--- src/rtl/cpu_types_pkg.sv ---
// Shared CPU datapath types.
// Fetch queue entry and fetch FSM states live here.
package cpu_types_pkg;

    typedef logic [31:0] word_t;

    typedef struct packed {
        word_t instr;
        word_t pc;
        word_t npc;
    } fetch_entry_t;

    typedef enum logic {
        FETCH  = 1'b0,
        HALTED = 1'b1
    } fetch_state_t;

    // Sequential successor address, wraps mod 2^32.
    function automatic word_t npc_of(input word_t a);
        return a + 32'd4;
    endfunction

endpackage

--- src/rtl/fetch_queue.sv ---
// Circular instruction queue between fetch and decode.
// Flush empties it; storage clears only on reset.
module fetch_queue
    import cpu_types_pkg::*;
#(
    parameter int QDEPTH = 2
) (
    input  logic                         CLK,
    input  logic                         nRST,
    input  logic                         push,
    input  logic                         pop,
    input  logic                         flush,
    input  fetch_entry_t                 wdata,
    output logic                         full,
    output logic                         empty,
    output fetch_entry_t                 head,
    output logic [$clog2(QDEPTH+1)-1:0]  count
);

    localparam int AW = (QDEPTH > 1) ? $clog2(QDEPTH) : 1;
    localparam int CW = $clog2(QDEPTH + 1);

    fetch_entry_t    mem [QDEPTH];
    logic [AW-1:0]   rptr;
    logic [AW-1:0]   wptr;
    logic            wr;
    logic            rd;

    assign full  = (count == CW'(QDEPTH));
    assign empty = (count == '0);
    assign rd    = pop & ~empty & ~flush;
    assign wr    = push & (~full | rd) & ~flush;
    assign head  = mem[rptr];

    // Entry storage: written at the tail on an accepted push.
    always_ff @(posedge CLK or negedge nRST) begin
        if (!nRST) begin
            for (int i = 0; i < QDEPTH; i++) begin
                mem[i] <= '0;
            end
        end else if (wr) begin
            mem[wptr] <= wdata;
        end
    end

    // Pointers wrap naturally since depth is a power of two.
    always_ff @(posedge CLK or negedge nRST) begin
        if (!nRST) begin
            rptr  <= '0;
            wptr  <= '0;
            count <= '0;
        end else if (flush) begin
            rptr  <= '0;
            wptr  <= '0;
            count <= '0;
        end else begin
            if (wr) wptr <= wptr + 1'b1;
            if (rd) rptr <= rptr + 1'b1;
            unique case ({wr, rd})
                2'b10:   count <= count + 1'b1;
                2'b01:   count <= count - 1'b1;
                default: count <= count;
            endcase
        end
    end

endmodule

--- src/rtl/fetch_unit.sv ---
// Instruction fetch: issues icache reads, queues results for decode,
// steers the PC and handles redirect and halt.
module fetch_unit
    import cpu_types_pkg::*;
#(
    parameter int QDEPTH = 2
) (
    input  logic        CLK,
    input  logic        nRST,
    input  logic [31:0] pc,
    output logic        pc_incr,
    output logic [31:0] pc_comb,
    output logic        iREN,
    output logic [31:0] iaddr,
    input  logic        ihit,
    input  logic [31:0] iload,
    input  logic        redirect,
    input  logic [31:0] redirect_addr,
    input  logic        halt,
    output logic        instr_valid,
    output logic [31:0] instr,
    output logic [31:0] instr_pc,
    output logic [31:0] instr_npc,
    input  logic        decode_ready
);

    localparam int CW = $clog2(QDEPTH + 1);

    fetch_state_t   state;
    fetch_entry_t   head;
    fetch_entry_t   wdata;
    logic           push;
    logic           pop;
    logic           full;
    logic           empty;
    logic [CW-1:0]  count;

    assign iaddr       = pc;
    assign instr_valid = ~empty;
    assign instr       = head.instr;
    assign instr_pc    = head.pc;
    assign instr_npc   = head.npc;

    assign pop   = instr_valid & decode_ready & ~redirect;
    assign iREN  = nRST & (state == FETCH) & ~halt & ~redirect
                 & (~full | pop);
    assign push  = iREN & ihit;
    assign wdata = '{instr: iload, pc: pc, npc: npc_of(pc)};

    fetch_queue #(
        .QDEPTH (QDEPTH)
    ) u_queue (
        .CLK   (CLK),
        .nRST  (nRST),
        .push  (push),
        .pop   (pop),
        .flush (redirect),
        .wdata (wdata),
        .full  (full),
        .empty (empty),
        .head  (head),
        .count (count)
    );

    // Next-PC select: redirect beats a completed fetch.
    always_comb begin
        pc_incr = 1'b0;
        pc_comb = pc;
        if (nRST) begin
            if (redirect) begin
                pc_incr = 1'b1;
                pc_comb = redirect_addr;
            end else if (push) begin
                pc_incr = 1'b1;
                pc_comb = npc_of(pc);
            end
        end
    end

    // Halt is sticky until reset; a same-cycle redirect wins.
    always_ff @(posedge CLK or negedge nRST) begin
        if (!nRST) begin
            state <= FETCH;
        end else begin
            unique case (state)
                FETCH:   if (halt && !redirect) state <= HALTED;
                HALTED:  state <= HALTED;
                default: state <= FETCH;
            endcase
        end
    end

endmodule

--- config.mk ---
export PLATFORM = sky130hd
export DESIGN_NAME = fetch_unit
export DESIGN_NICKNAME = d
export VERILOG_FILES = /design/src/rtl/cpu_types_pkg.sv /design/src/rtl/fetch_queue.sv /design/src/rtl/fetch_unit.sv
export SDC_FILE = /design/constraint.sdc
export NUM_CORES = 1
export LEC_CHECK = 0
export ABC_AREA = 1
export CAP_MARGIN = 40
export CELL_PAD_IN_SITES_DETAIL_PLACEMENT = 0
export CELL_PAD_IN_SITES_GLOBAL_PLACEMENT = 1
export CORE_MARGIN = 5
export CORE_UTILIZATION = 35
export CTS_CLUSTER_DIAMETER = 40
export CTS_CLUSTER_SIZE = 28
export DETAILED_ROUTE_END_ITERATION = 10
export GPL_ROUTABILITY_DRIVEN = 0
export PLACE_DENSITY = 0.89
export SYNTH_ARGS = -nofsm -noshare
export SYNTH_HDL_FRONTEND = slang
export SYNTH_SLANG_ARGS = --single-unit
--- constraint.sdc ---
create_clock -name CLK -period 1.9 [get_ports CLK]
set_input_delay 0.38 -clock CLK [delete_from_list [all_inputs] [get_ports CLK]]
set_output_delay 0.38 -clock CLK [all_outputs]
set_load 0.005 [all_outputs]
After elaboration in Yosys (flattened, before gate mapping)

Cells that the tools add are included.

Bits in registers: 197
Input bits: 102
Output and inout bits: 163
Word-level logic and storage cells: 68

Add/subtract/negate cells: 5
$lt $le $gt $ge: 3
Equality and inequality tests: 3
Multiplexer cells: 20
Bitwise logic cells: 20
Reduce and logical (&&, ||, !) cells: 7

Operators with widths:

| cell                    | count |
|---|---|
| $mux W96                | 4 |
| $bwmux W192             | 1 |
| $demux W96 S1           | 1 |
| $mux W32                | 3 |
| $add A32 B3 Y32 const B | 1 |
| $and A1 B1 Y1           | 11 |
| $mux W1                 | 8 |
| $not A1 Y1              | 5 |
| $eq A2 B2 Y1 const B    | 2 |
| $ge A2 B2 Y1 const B    | 2 |
| $not A1 Y2              | 2 |
| $pmux W2 S2             | 1 |
| $reduce_bool A2 Y1      | 2 |
| $reduce_bool A3 Y1      | 1 |
| $add A1 B1 Y1 const B   | 2 |
| $add A2 B1 Y2 const B   | 1 |
| $eq A2 B1 Y1 const B    | 1 |
| $logic_and A1 B1 Y1     | 2 |
| $logic_not A2 Y1        | 1 |
| $lt A2 B1 Y1 const B    | 1 |
| $mux W2                 | 1 |
| $or A1 B1 Y1            | 2 |
| $pmux W1 S2             | 1 |
| $sub A2 B1 Y2 const B   | 1 |
| $logic_not A1 Y1        | 1 |

Longest topological paths before layout

Depth in word-level cells: 12
Depth in mapped cells: 11
Gate-level depth less buffers: 10

Hierarchy

From an unflattened synthesis, not the netlist that was laid out.

Cells, all modules: 1650
Area, all modules: 11347.1 um^2

Modules (own cells, without submodules):

| module      | instances | cells an instance | area an instance (um^2) |
|---|---|---|---|
| fetch_queue | 1         | 1204              | 9256.4 |
| fetch_unit  | 1         | 446               | 2090.8 |

Worst setup path after synthesis

Ideal clock, no wire load.

Path kind: input port to output port
Start: input pc[2]
End: output pc_comb[8]
Data arrival time: 1.417 ns
Required time: 1.520 ns
Slack: 0.103 ns
Cell stages on the path: 7
Cell sequence: ha_1 > nand3_1 > nor2_1 > xor2_1 > nand2_1 > nand3_1 > nand2_1

Word-level cells in the longest chain between the ends: 4

RTL lines:

| item            | line                | RTL |
|---|---|---|
| start, declared | fetch_unit.sv:10    | `input logic [31:0] pc,` |
| $add A32 B3 Y32 | cpu_types_pkg.sv:20 | `return a + 32'd4;` |
| $mux W32        | fetch_unit.sv:73    | `end else if (push) begin` |
| $mux W32        | fetch_unit.sv:70    | `if (redirect) begin` |
| $mux W32        | fetch_unit.sv:69    | `if (nRST) begin` |
| end, declared   | fetch_unit.sv:12    | `output logic [31:0] pc_comb,` |

Every way passes these cells.

Worst setup path in the final report

Start: input pc[3]
End: output pc_comb[16]

The elaborated chain is that of the path after synthesis.

==> flow_metrics.tcl <==
set metrics [dict create \
    status "finished, violations left" \
    violations "setup timing" \
    drive_gt1_share_pct 43.8 \
    cp.arrival_ns 2.22 \
    syn_to_final_growth_pct 75.8 \
    grt_antenna_before_repair 3 \
    path_clk_slew_ns 0.09 \
    placed_area_sq_mm 0.0149 \
    multiInputGateArea_sq_mm 0.00611 \
    cp.buffers_inverters 4 \
    route.vias.total 12800 \
    skew_ns 0.0161 \
    powerDensity_mw_per_mm2 593 \
    cpMostUsedCell "nand2_1" \
    end_kind "primary output" \
    start_kind "input port" \
    grt_pass1_wl_mm 67.1 \
    seqCellArea_sq_mm 0.00483 \
    syn_area_per_cell_sq_um 7.16 \
    synth_compound_area_share_pct 13.8 \
    hp-class "in -> async" \
    path_class "in -> out" \
    cap_violations 0 \
    drc 0 \
    finalHoldViolCount 0 \
    synthTopCellsByArea "dfrtp_1, nand2_1, inv_1" \
    synth-main-ff-cell "dfrtp_1" \
    root_buffer "clkbuf_16" \
    maxSlewViolCount 0 \
    synth_top_area_share_pct 44.7 \
    htreeDepth 4 \
    rsz0062_at_grt "yes" \
    relSlewSlack_pct 44.9 \
    irDropWorstVdd_mv 0.637 \
    routedWlPerCell_um 21.2 \
    setup_slack_ns -0.705 \
    synth_top_area_cell "dfrtp_1" \
    syn_nets 1611 \
    critPathSlowestCell "dlygate4sd2_1" \
    grt_overflow 0 \
    core_region_area_sq_mm 0.0305 \
    clk_latency_ns 0.45 \
    reg2reg_setup_slack_ns -0.33 \
    vias_per_cell 5.31 \
    worstPathMaxFanout 4 \
    ys_warn_count 0 \
    syn_inst 1508 \
    place_inst 2252 \
    grt_pass1_vias 11900 \
    synth_cell_types 27 \
    finalPower_mw 11.3 \
    fin_crit_ns 2.60 \
    dp_hpwl_mm 28.7 \
    die_y_um 186 \
    grt_max_degree 66 \
    crit_family "buffers and inverters" \
    cts_made_buffers 17 \
    async_flop_share_pct 100 \
    boundaryPins 265 \
    post-route-period-util_pct 137 \
    clock_path_buffers 2 \
    drt_iter0_drc 1265 \
    synth_xor_area_share_pct 0.406 \
    setup_viol 316 \
    io_buffer_count 264 \
    tightest_slew_ns 0.827 \
    synth_top_family_by_area "simple AND/OR/NAND/NOR gates" \
    start_util_pct 35.4 \
    max_freq_mhz 384 \
    ant_nets 0 \
    cp.required_ns 1.52 \
    synthSimpleGateAreaFrac_pct 29.1 \
    grt_util_all_layers_pct 25.3 \
    ys_seq_area_share_pct 44.7 \
    rows 64 \
    cp_slowest_stage_delay_ns 0.42 \
    syn_area_sq_mm 0.0108 \
    synth.ff_latch_count 193 \
    die_x_um 186 \
    fin_area_sq_mm 0.0190 \
    clock_sinks 193 \
    stdcell_count 2417 \
    synth-adder-area-share_pct 0.116 \
    cp_cell_sequence "dlygate4sd2_1 -> ha_4 -> nand3_4 -> nor2_1 -> buf_4 -> buf_12 -> nand3_1 -> nand2_1 -> nand3_2 -> nand2_1 -> nand2_2 -> buf_6" \
    leakage_nw 9.50 \
    cts_tree "yes" \
    synth-edff-count 0 \
    n_fill_cell 2457 \
    dieArea_sq_mm 0.0345 \
    fin_nets 2110 \
    first_pass_iters 5 \
    synthMuxAreaShare_pct 0 \
    drt_wl_total_mm 51.1 \
]
-- metal layers --
layer	routed length, um	vias to the layer above	track usage (%)
li1	-	5720	-
met1	19300	6134	31.7
met2	24200	779	42.0
met3	4860	199	6.25
met4	2780	4	10.4
met5	27	-	0
-- worst register-to-register path: stages, from the launching register on --
cell and delay [ns]:
dfrtp_1 0.39, inv_2 0.05, nand2_2 0.08, nand3_2 0.08, nand2_2 0.10, nand3_4 0.11
buf_12 0.16, buf_8 0.11, buf_6 0.12, buf_8 0.13, nor2_4 0.12, buf_12 0.18
buf_12 0.14, inv_16 0.05, buf_16 0.15, nand2_4 0.07, o21ai_2 0.06
-- flip-flops by register name, summed over array words and instances (netlist names) --
register	flops
u_queue.count	2
u_queue.wptr	1
u_queue.rptr	1
u_queue.mem	188
state	1
-- final cells by class --
class	instances	area share, %
clock buffers	17	2.24
diodes	1	0.0132
repair buffers	588	33.2
inverters	139	3.05
multi-input cells	1063	32.2
repair inverters	5	0.382
clock inverters	15	0.844
flip-flops and latches	193	25.5
well taps	396	2.61
-- worst paths after layout --
check                                 start          endpoint  cells past startpoint
max                                   pc[3]       pc_comb[16]                     12
min                                    nRST  u_queue.mem[147]                      3
max reg2reg                u_queue.count[0]  u_queue.mem[109]                     16
min reg2reg                           state             state                      2
max in group asynchronous              nRST  u_queue.mem[117]                      3
min in group CLK                      state             state                      2
-- synthesized netlist by cell type, types with 2 or more instances --
| cell type | n |
|---|---|
| o21bai_1 | 7 |
| nand3_1 | 74 |
| nand4_1 | 4 |
| o21ai_0 | 86 |
| o21a_1 | 2 |
| buf_6 | 24 |
| a21oi_1 | 23 |
| o21ai_1 | 97 |
| buf_2 | 12 |
| buf_4 | 36 |
| nor2_4 | 3 |
| inv_1 | 133 |
| nor2_1 | 60 |
| o21ai_2 | 44 |
| dfrtp_1 | 193 |
| nand2_2 | 2 |
| nand2_1 | 652 |
| buf_1 | 7 |
| xor2_1 | 5 |
| inv_2 | 4 |
| clkbuf_1 | 34 |
-- stage by stage --
stage | setup TNS (ns) | hold WS [ns] | setup slack, ns | util, %
2_1_floorplan | 0 | 0.0844 | 0.103 | -
3_3_place_gp | -111.94 | 0.358 | -1.23 | 48.9
3_5_place_dp | -114.18 | 0.360 | -1.24 | 48.9
4_1_cts | -49.97 | 0.0866 | -0.544 | 55.2
5_1_grt | -111.09 | 0.126 | -0.716 | 62.2
6_report | -83.65 | 0.127 | -0.705 | 62.2
-- where the power goes --
group	switching, mW	leakage, nW	total (mW)	internal [mW]
Clock	1.93	0.281	3.70	1.77
Combinational	1.64	6.65	3.42	1.78
Sequential	0.0187	2.57	4.14	4.13
Total	3.59	9.50	11.3	7.68
-- cells by family after synthesis --
kind of cell | count (synthesis)
xor gates and xnor gates | 5
DFF | 193
adders and majority gates | 1
and+or+nand+nor | 797
buffers and inverters | 252
AOI/OAI and AO/OA | 260
-- timing repair --
item                                    CTS  global route
endpoints found under the setup margin  159           324
pin swaps                                50            84
buffers inserted                         55            47
cloned                                   20            33
hold buffers                              3             0
gates resized for setup                 656           553
endpoints found under the hold margin    15             0
-- cell usage in the layout (no fill, tap or decap), types with 15 or more instances in the layout --
cell and count:
nor2_1 34, a21oi_2 16, buf_12 42, o21ai_0 45, buf_6 90, inv_1 128
o21ai_1 80, nand2_4 65, dfrtp_1 192, buf_8 20, clkbuf_16 42, buf_16 15
nor2_2 17, nand3_1 69, dlygate4sd2_1 27, nand2_1 428, buf_2 76, clkdlybuf4s50_1 106
o21ai_2 96, buf_4 164, nand2_2 161
Power figures use the tool's default switching activity.
